`src/rtl/program_loader_pkg.sv`:
```
// Shared types and helpers for the program loader: FSM state encoding,
// word geometry and the byte-lane merge used by the assembler.
package loader_pkg;

  typedef enum logic [2:0] {
    IDLE,
    RECV,
    WRITE,
    FINISH,
    RUN
  } state_t;

  localparam int WORD_BYTES = 4;

  // Return 'word' with byte lane 'lane' replaced by 'data' (little-endian lanes).
  function automatic logic [31:0] place_byte(input logic [31:0] word,
                                             input logic [7:0]  data,
                                             input logic [1:0]  lane);
    logic [31:0] merged;
    merged = word;
    merged[lane*8 +: 8] = data;
    return merged;
  endfunction

endpackage

```
`src/rtl/program_loader_if.sv`:
```
// Byte-stream input and instruction-memory write port of the loader.
// The master side is the loader itself; the slave side is the stream
// source plus the instruction memory.
interface program_loader_if #(
  parameter int ADDR_WIDTH = 8
);
  logic [7:0]            rx_DATA;
  logic                  rx_VALID;
  logic                  rx_READY;
  logic                  im_WE;
  logic [ADDR_WIDTH-1:0] im_ADDR;
  logic [31:0]           im_DATA;

  modport master (
    input  rx_DATA, rx_VALID,
    output rx_READY, im_WE, im_ADDR, im_DATA
  );

  modport slave (
    output rx_DATA, rx_VALID,
    input  rx_READY, im_WE, im_ADDR, im_DATA
  );
endinterface

```
`src/rtl/program_loader_byte_assembler.sv`:
```
// Collects four bytes into one little-endian 32-bit word. 'word' is the
// word including the byte being pushed this cycle, so it is complete in
// the same cycle that 'word_ready' is high.
module byte_assembler
  import loader_pkg::*;
(
  input  logic        CLK,
  input  logic        RESET_N,
  input  logic        clear,
  input  logic        push,
  input  logic [7:0]  data_byte,
  output logic [31:0] word,
  output logic        word_ready
);

  logic [1:0]  byte_cnt;
  logic [31:0] lane_q;

  assign word       = place_byte(lane_q, data_byte, byte_cnt);
  assign word_ready = push && (byte_cnt == 2'(WORD_BYTES - 1));

  // Byte counter and lane register; a clear drops any partial word.
  always_ff @(posedge CLK or negedge RESET_N) begin
    if (!RESET_N) begin
      byte_cnt <= '0;
      lane_q   <= '0;
    end else if (clear) begin
      byte_cnt <= '0;
      lane_q   <= '0;
    end else if (push) begin
      byte_cnt <= byte_cnt + 2'd1;
      lane_q   <= word;
    end
  end

endmodule

```
`src/rtl/program_loader.sv`:
```
// Program loader: receives a byte stream, writes assembled words to
// instruction memory sequentially and holds the processor in reset until
// the requested number of words has been loaded.
module program_loader
  import loader_pkg::*;
#(
  parameter int ADDR_WIDTH = 8,
  parameter int MAX_WORDS  = 256
) (
  input  logic                CLK,
  input  logic                RESET_N,
  input  logic                START,
  input  logic [ADDR_WIDTH:0] LEN,
  program_loader_if.master    bus,
  output logic                cpu_RESET,
  output logic                BUSY,
  output logic                DONE,
  output logic                ERROR
);

  localparam logic [ADDR_WIDTH:0] MAX_LEN = (ADDR_WIDTH + 1)'(MAX_WORDS);

  state_t                state_q, state_d;
  logic [ADDR_WIDTH:0]   len_q;
  logic [ADDR_WIDTH:0]   word_cnt;
  logic [ADDR_WIDTH-1:0] im_addr_q;
  logic [31:0]           im_data_q;
  logic                  error_q;

  logic        start_seen;
  logic        len_ok;
  logic        accept;
  logic        reject;
  logic        push;
  logic        last_word;
  logic [31:0] asm_word;
  logic        word_ready;

  assign start_seen = START && ((state_q == IDLE) || (state_q == RUN));
  assign len_ok     = (LEN != '0) && (LEN <= MAX_LEN);
  assign accept     = start_seen && len_ok;
  assign reject     = start_seen && !len_ok;
  assign push       = bus.rx_VALID && (state_q == RECV);
  assign last_word  = ((word_cnt + 1'b1) == len_q);

  byte_assembler u_asm (
    .CLK        (CLK),
    .RESET_N    (RESET_N),
    .clear      (accept),
    .push       (push),
    .data_byte  (bus.rx_DATA),
    .word       (asm_word),
    .word_ready (word_ready)
  );

  // State register.
  always_ff @(posedge CLK or negedge RESET_N) begin
    if (!RESET_N) state_q <= IDLE;
    else          state_q <= state_d;
  end

  // Next-state logic; illegal or mistimed starts leave the state alone.
  always_comb begin
    state_d = state_q;
    case (state_q)
      IDLE, RUN: if (accept)     state_d = RECV;
      RECV:      if (word_ready) state_d = WRITE;
      WRITE:     state_d = last_word ? FINISH : RECV;
      FINISH:    state_d = RUN;
      default:   state_d = IDLE;
    endcase
  end

  // Length latch, word counter, write-port registers and sticky error.
  always_ff @(posedge CLK or negedge RESET_N) begin
    if (!RESET_N) begin
      len_q     <= '0;
      word_cnt  <= '0;
      im_addr_q <= '0;
      im_data_q <= '0;
      error_q   <= 1'b0;
    end else begin
      if (accept) begin
        len_q    <= LEN;
        word_cnt <= '0;
        error_q  <= 1'b0;
      end else if (reject) begin
        error_q  <= 1'b1;
      end
      if (word_ready) begin
        im_data_q <= asm_word;
        im_addr_q <= word_cnt[ADDR_WIDTH-1:0];
      end
      if (state_q == WRITE) word_cnt <= word_cnt + 1'b1;
    end
  end

  assign bus.rx_READY = (state_q == RECV);
  assign bus.im_WE    = (state_q == WRITE);
  assign bus.im_ADDR  = im_addr_q;
  assign bus.im_DATA  = im_data_q;
  assign BUSY         = (state_q == RECV) || (state_q == WRITE);
  assign DONE         = (state_q == FINISH);
  assign cpu_RESET    = (state_q != RUN);
  assign ERROR        = error_q;

endmodule

```
`src/flat_wrapper.sv`:
```
// flat-port wrapper written by rule: the top's interface ports become plain ports
module program_loader_flat import loader_pkg::*;
#(
  parameter int ADDR_WIDTH = 8,
  parameter int MAX_WORDS  = 256
)
  (CLK, RESET_N, START, LEN, cpu_RESET, BUSY, DONE, ERROR, bus_rx_DATA, bus_rx_VALID, bus_rx_READY, bus_im_WE, bus_im_ADDR, bus_im_DATA);
  program_loader_if #(.ADDR_WIDTH(ADDR_WIDTH)) bus_i ();
  input  logic CLK;
  input  logic RESET_N;
  input  logic START;
  input  logic [ADDR_WIDTH:0] LEN;
  output logic cpu_RESET;
  output logic BUSY;
  output logic DONE;
  output logic ERROR;
  input wire logic [$bits(bus_i.rx_DATA)-1:0] bus_rx_DATA;
  input wire logic [$bits(bus_i.rx_VALID)-1:0] bus_rx_VALID;
  output wire logic [$bits(bus_i.rx_READY)-1:0] bus_rx_READY;
  output wire logic [$bits(bus_i.im_WE)-1:0] bus_im_WE;
  output wire logic [$bits(bus_i.im_ADDR)-1:0] bus_im_ADDR;
  output wire logic [$bits(bus_i.im_DATA)-1:0] bus_im_DATA;
  assign bus_i.rx_DATA = bus_rx_DATA;
  assign bus_i.rx_VALID = bus_rx_VALID;
  assign bus_rx_READY = bus_i.rx_READY;
  assign bus_im_WE = bus_i.im_WE;
  assign bus_im_ADDR = bus_i.im_ADDR;
  assign bus_im_DATA = bus_i.im_DATA;
  program_loader #(.ADDR_WIDTH(ADDR_WIDTH), .MAX_WORDS(MAX_WORDS)) u_core (.CLK(CLK), .RESET_N(RESET_N), .START(START), .LEN(LEN), .bus(bus_i), .cpu_RESET(cpu_RESET), .BUSY(BUSY), .DONE(DONE), .ERROR(ERROR));
endmodule
```
`config.mk`:
```
export PLATFORM = sky130hd
export DESIGN_NAME = program_loader_flat
export DESIGN_NICKNAME = d
export VERILOG_FILES = /design/src/rtl/program_loader_pkg.sv /design/src/rtl/program_loader_if.sv /design/src/rtl/program_loader_byte_assembler.sv /design/src/rtl/program_loader.sv /design/src/flat_wrapper.sv
export SDC_FILE = /design/constraint.sdc
export NUM_CORES = 1
export LEC_CHECK = 0
export ABC_AREA = 1
export BUFFER_PORTS_ARGS = -buffer_cell sky130_fd_sc_hd__buf_2
export CAP_MARGIN = 30
export CORE_MARGIN = 10
export CORE_UTILIZATION = 40
export DETAILED_ROUTE_END_ITERATION = 12
export HOLD_SLACK_MARGIN = 0.03
export SLEW_MARGIN = 10
export SYNTH_ARGS = -nofsm -noshare
export SYNTH_HDL_FRONTEND = slang
export SYNTH_SLANG_ARGS = --single-unit
```
`constraint.sdc`:
```
create_clock -name CLK -period 2.4 [get_ports CLK]
set_input_delay 0.12 -clock CLK [delete_from_list [all_inputs] [get_ports CLK]]
set_output_delay 0.12 -clock CLK [all_outputs]
set_load 0.02 [all_outputs]
```
==> reports/results.ini, run 1 <==
[status]
outcome=finished clean

[global_routing]
grt_pass1_vias=3601
grt_first_pass_wirelength_um=17700
antenna_found_initial=0
grt-ovfl-total=0
grt_max_degree=58
grt.total_usage_pct=14.6

[worst_setup_path]
worst_ep_arrival_time_ns=2.29
rr_worst_depth=6
reg2reg_from=u_core.u_asm.byte_cnt[0]
cp.required_ns=2.69
critPathKind=register to register
reg2reg_slack_ns=0.40
start_kind=register
cp_max_fo=8
crit_path_start=u_core.u_asm.byte_cnt[0]
end_kind=register
r2r-end=u_core.u_asm.lane_q[8]

[clocking]
cts.sinks=88
cts_buffers=9
cts_setup_buffers=0
htree_levels=3
clkLatencyLatePin_ns=0.37
clkTransAtPathRegs_ns=0.10
clockBufferDepth=2
ctsRootBufferMaster=clkbuf_8
cts_tree=yes

[power]
seqPwrFrac_pct=41.7
p_switching_w=0.00226
peakVddDrop_v=0.000451
power.density_nw_per_um2=1070
p_clk_share_pct=18.5
switching_share_pct=42.8
p_total_w=0.00527
pwr-share-comb_pct=39.8
internal-power_w=0.00301
power.leakage_nw=2.47

[route]
drtIter0Drc=322
viasPerCell=4.91
drt_pre_antenna_iters=5
num_vias=3582
drc_errors=0
antenna_left=0
post_drt_wl_per_cell_um=14.5
wl_um=10600

[final_layout]
finalNetCount=615
synthToLayoutAreaGrowth_pct=17.1
fin_cells=729
n_antenna_cell=0
nFillCells=1043
fin_util_pct=47.8
drive_above_1_share_pct=16.4

[hold_path]
holdPathStages=3
min_to=u_core.bus.im_DATA[29]
hold_start=bus_rx_DATA[5]
hp-class=primary input to register

[synth]
synthCells=518
ys_ff_latch=88
yosysSeqAreaShare_pct=52.5
yosysWarnings=0
syn_nets=545
synth.distinct_cells=28
netlist_area_um2=4190
syn_area_per_cell_um2=8.09

[floorplanning]
dieArea_um2=15000
num_rows=37
start_util_pct=40.8
io_pins=67
die_w_um=122
coreArea_um2=10300
die_h_um=122

[placed_design]
place_congestion=0.887
post-place-ws_ns=0.428
dp_hpwl_um=7600
io_buffers=66
dp_cells=703

[sta]
drv_slew=0
finalSetupViolations=0
fin_ws_ns=0.395
grt_setup_unrepaired=no
finalCritPeriodShare_pct=83.5
setup_tns_ns=0
finalCriticalPeriod_ns=2.00
relSlewSlack_pct=55.4
report.final.hold_viol_count=0
clock.fmax_mhz=499
worst_pin_slew_ns=0.668
skew_ns=0.0119

[run]
cap_viol_max_count=0

==> area by class of cell <==
| cell class | count | area [µm²] | area share, % |
|---|---|---|---|
| clock buffer | 11 | 141 | 2.88 |
| clock inverter | 5 | 41.3 | 0.841 |
| inverter | 72 | 273 | 5.56 |
| multi-input combinational | 336 | 1580 | 32.2 |
| sequential | 88 | 2200 | 44.9 |
| tap | 136 | 170 | 3.47 |
| timing repair buffer | 81 | 500 | 10.2 |
==> stage by stage <==
step           instance area, µm²  hold slack [ns]
6_report                     4910           0.0807
4_1_cts                      4880           0.0659
3_5_place_dp                 4610            0.157
3_3_place_gp                 4610            0.158
5_1_grt                      4910           0.0729
2_1_floorplan                4190           -0.176
==> per-layer routing <==
layer / track usage, % / up-vias / routed length (µm)
li1: - / 1796 / -
met4: 6.11 / 0 / 154
met2: 22.1 / 94 / 4740
met3: 3.67 / 15 / 615
met1: 19.4 / 1677 / 5060
met5: 0 / - / 0
==> placed cells by master (no fill, tap or decap), types with 2 or more instances in the layout <==
master	instances
dlygate4sd3_1	9
buf_4	5
inv_2	2
clkbuf_8	10
clkinvlp_4	2
nand3b_1	2
nand2_2	3
o32ai_1	6
nand4_1	5
o21ai_0	31
dfrtp_1	88
nor2_2	2
o22ai_1	30
nand3_1	31
o21ai_1	17
clkinv_4	2
nor2_1	27
nand2_1	171
buf_2	65
inv_1	68
ha_1	6
==> repair_timing <==
item	CTS	global route
hold endpoints to repair	50	0
hold buffers	9	0
gates resized for setup	0	0
==> flip-flops by register name (all words and copies together) (netlist names) <==
register / flops
u_core.state_q: 3
u_core.word_cnt: 9
u_core.bus.im_ADDR: 8
u_core.u_asm.lane_q: 24
u_core.len_q: 9
u_core.bus.im_DATA: 32
u_core.u_asm.byte_cnt: 2
u_core.ERROR: 1
==> logic make-up (layout without fill, tap and decap cells) <==
group / count (synthesis) / in the layout / synth area share (%)
adder cells (fa/ha/maj): 6 / 6 / 1.79
AO/OA/AOI/OAI: 85 / 85 / 11.6
buffers and inverters: 94 / 169 / 9.76
AND/OR/NAND/NOR: 243 / 243 / 23.9
XOR/XNOR: 2 / 2 / 0.418
flip-flops: 88 / 88 / 52.5
==> how the worst max path moves through the flow <==
stage / end
final: u_core.u_asm.lane_q[8]
after global routing: u_core.bus.im_DATA[30]
after CTS: u_core.u_asm.lane_q[8]
after detailed placement: u_core.u_asm.lane_q[8]
after global placement: u_core.u_asm.lane_q[8]
after floorplan: u_core.u_asm.lane_q[0]
==> Yosys cell counts <==
| library cell | n | share of area (%) |
|---|---|---|
| clkbuf_1 | 3 | 0.27 |
| xnor2_1 | 1 | 0.21 |
| nand2_1 | 171 | 15 |
| ha_1 | 6 | 1.8 |
| inv_4 | 1 | 0.15 |
| nand3_1 | 31 | 3.7 |
| nor2_4 | 1 | 0.27 |
| buf_6 | 4 | 1.1 |
| nand2_2 | 3 | 0.45 |
| o21ai_0 | 31 | 3.7 |
| clkinv_1 | 1 | 0.089 |
| dfrtp_1 | 88 | 53 |
| xor2_1 | 1 | 0.21 |
| a21oi_1 | 1 | 0.12 |
| nor2_2 | 2 | 0.30 |
| buf_1 | 2 | 0.18 |
| inv_1 | 68 | 6.1 |
| nand4_1 | 5 | 0.75 |
| clkbuf_2 | 1 | 0.12 |
| nor2_1 | 27 | 2.4 |
| inv_2 | 2 | 0.18 |
| o32ai_1 | 6 | 1.3 |
| o22ai_1 | 30 | 4.5 |
| buf_2 | 9 | 1.1 |
| o21ai_1 | 17 | 2.0 |
| nand3b_1 | 2 | 0.36 |
| buf_4 | 3 | 0.54 |
| nor3_4 | 1 | 0.39 |
==> power groups by stage <==
| stage | logic, W | registers [W] | clock network (W) |
|---|---|---|---|
| floorplan | 0.00119 | 0.00244 | 0 |
| detailed placement | 0.00210 | 0.00223 | 0 |
| global route | 0.00237 | 0.00225 | 0.00108 |
| CTS | 0.00212 | 0.00220 | 0.00100 |
| global placement | 0.00207 | 0.00221 | 0 |
| finish | 0.00210 | 0.00220 | 0.000975 |
==> critical path: stages (launching register included) <==
cell     delay (ns)
dfrtp_1        0.46
inv_1          0.17
ha_1           0.40
nand2_1        0.21
o32ai_1        0.49
nand2_1        0.10
o21ai_0        0.10
Note: power is estimated with default switching activity, not from simulation.
==> inputs of run 2 (changes only) <==
==> constraint.sdc (replaced) <==
create_clock -name CLK -period 1.9 [get_ports CLK]
set_input_delay 0.095 -clock CLK [delete_from_list [all_inputs] [get_ports CLK]]
set_output_delay 0.095 -clock CLK [all_outputs]
set_load 0.02 [all_outputs]
==> run 2 against run 1 <==
  * Wire length decreased by 2.0%
  * Die area unchanged
  * Clock skew decreased by 0.0018 ns
  * Setup slack got worse by 0.23 ns
  * Maximum frequency increased by 16%
  * First-iteration DRC count decreased by 28%
  * Final area increased by 2.1%
  * Non-clock buffer count increased by 8
  * Critical path depth increased by 1
  * Flip-flop and latch count unchanged
  * Combinational power increased by 31%
  * Sequential power increased by 26%
==> reports/results.ini, run 2 (synthesis results as in run 1) <==
[status]
outcome=finished clean

[route]
antenna_left=0
drt_pre_antenna_iters=5
post_drt_wl_per_cell_um=14.1
viasPerCell=4.92
drtIter0Drc=232
drc_errors=0
wl_um=10400
num_vias=3626

[global_routing]
grt_first_pass_wirelength_um=17400
antenna_found_initial=0
grt_max_degree=89
grt_pass1_vias=3564
grt-ovfl-total=0
grt.total_usage_pct=14.4

[placed_design]
place_congestion=0.871
io_buffers=66
post-place-ws_ns=0.0731
dp_hpwl_um=7380
post_dp_cell_area_um2=4680

[clocking]
clkTransAtPathRegs_ns=0.08
clkLatencyLatePin_ns=0.36
cts.sinks=88
ctsRootBufferMaster=clkbuf_8
cts_setup_buffers=0
cts_tree=yes
cts_buffers=9
clockBufferDepth=2
htree_levels=3

[worst_setup_path]
worst_ep_arrival_time_ns=2.00
cp.required_ns=2.17
critPathKind=register to register
end_kind=register
start_kind=register
cp_max_fo=16

[hold_path]
hp-class=primary input to register

[final_layout]
layout_commonest_cell=nand2_1
fin_area_um2=5010
synthToLayoutAreaGrowth_pct=19.5
finalNetCount=623
largest_reg_flops=32
n_antenna_cell=0
final_cell_mix=171 x nand2_1, 87 x dfrtp_1, 68 x inv_1
drive_above_1_share_pct=18.3
fin_util_pct=48.8
nFillCells=1061

[sta]
finalSetupViolations=0
finalCriticalPeriod_ns=1.73
report.final.hold_viol_count=0
relSlewSlack_pct=64.5
grt_setup_unrepaired=yes
worst_pin_slew_ns=0.532
whs_ns=0.0664
drv_slew=0
skew_ns=0.0101
clock.fmax_mhz=577
finalCritPeriodShare_pct=91.2
fin_ws_ns=0.167

[floorplanning]
die_h_um=122
dieArea_um2=15000
num_rows=37
coreArea_um2=10300
start_util_pct=40.8
io_pins=67
die_w_um=122

[power]
peakVddDrop_v=0.000618
power.density_nw_per_um2=1370
power.leakage_nw=2.53
p_total_w=0.00685

[run]
cap_viol_max_count=0

-- run 2: worst paths after layout --
| path | slack [ns] | to | startpoint | cells past startpoint |
|---|---|---|---|---|
| max | 0.17 | u_core.u_asm.lane_q[18] | u_core.u_asm.byte_cnt[0] | 7 |
| min | 0.07 | u_core.bus.im_DATA[29] | bus_rx_DATA[5] | 3 |
| max reg2reg | 0.17 | u_core.u_asm.lane_q[18] | u_core.u_asm.byte_cnt[0] | 7 |
| min reg2reg | 0.47 | u_core.bus.im_DATA[17] | u_core.bus.im_DATA[17] | 2 |
| max in group asynchronous | 1.18 | u_core.u_asm.byte_cnt[0] | RESET_N | 3 |
| min in group asynchronous | 0.27 | u_core.bus.im_DATA[21] | RESET_N | 3 |
-- run 2: metal layers --
| metal | global-route usage [%] | share of wire (%) | vias to the layer above |
|---|---|---|---|
| met4 | 4.79 | 1.5 | 0 |
| li1 | - | - | 1814 |
| met2 | 22.1 | 46 | 100 |
| met1 | 19.3 | 46 | 1698 |
| met3 | 3.72 | 6.8 | 14 |
| met5 | 0 | 0 | - |
-- run 2: stage by stage --
step,TNS (ns),instances
2_1_floorplan,0,518
3_3_place_gp,0,711
3_5_place_dp,0,711
4_1_cts,0,737
5_1_grt,-0.0703,737
6_report,0,737
-- run 2: cell type report --
type | count | area [µm²] | share of cell area (%)
flip-flops and latches | 88 | 2200 | 44.0
multi-input cells | 336 | 1610 | 32.1
clock inverters | 5 | 56.3 | 1.12
clock buffers | 11 | 141 | 2.82
well taps | 136 | 170 | 3.39
repair buffers | 89 | 556 | 11.1
inverters | 72 | 275 | 5.49
-- run 2: worst max-delay path, cell delays in order, from the launching register on --
cell and delay, ns:
dfrtp_2 0.45, inv_1 0.11, buf_4 0.22, ha_1 0.19, nand3_1 0.27, o22ai_1 0.25, nand2_1 0.07, o21ai_0 0.08
-- run 2: where the power goes --
part / switching (W) / internal [W] / leakage, nW
Combinational: 0.00183 / 0.000934 / 1.24
Clock: 0.000674 / 0.000643 / 0.0993
Sequential: 0.000328 / 0.00244 / 1.19
Total: 0.00283 / 0.00402 / 2.53
-- run 2: timing repair --
action,4_1_cts,5_1_grt
setup endpoints to repair,0,46
hold endpoints to repair,97,0
hold buffers,10,0
gates resized for setup,0,10
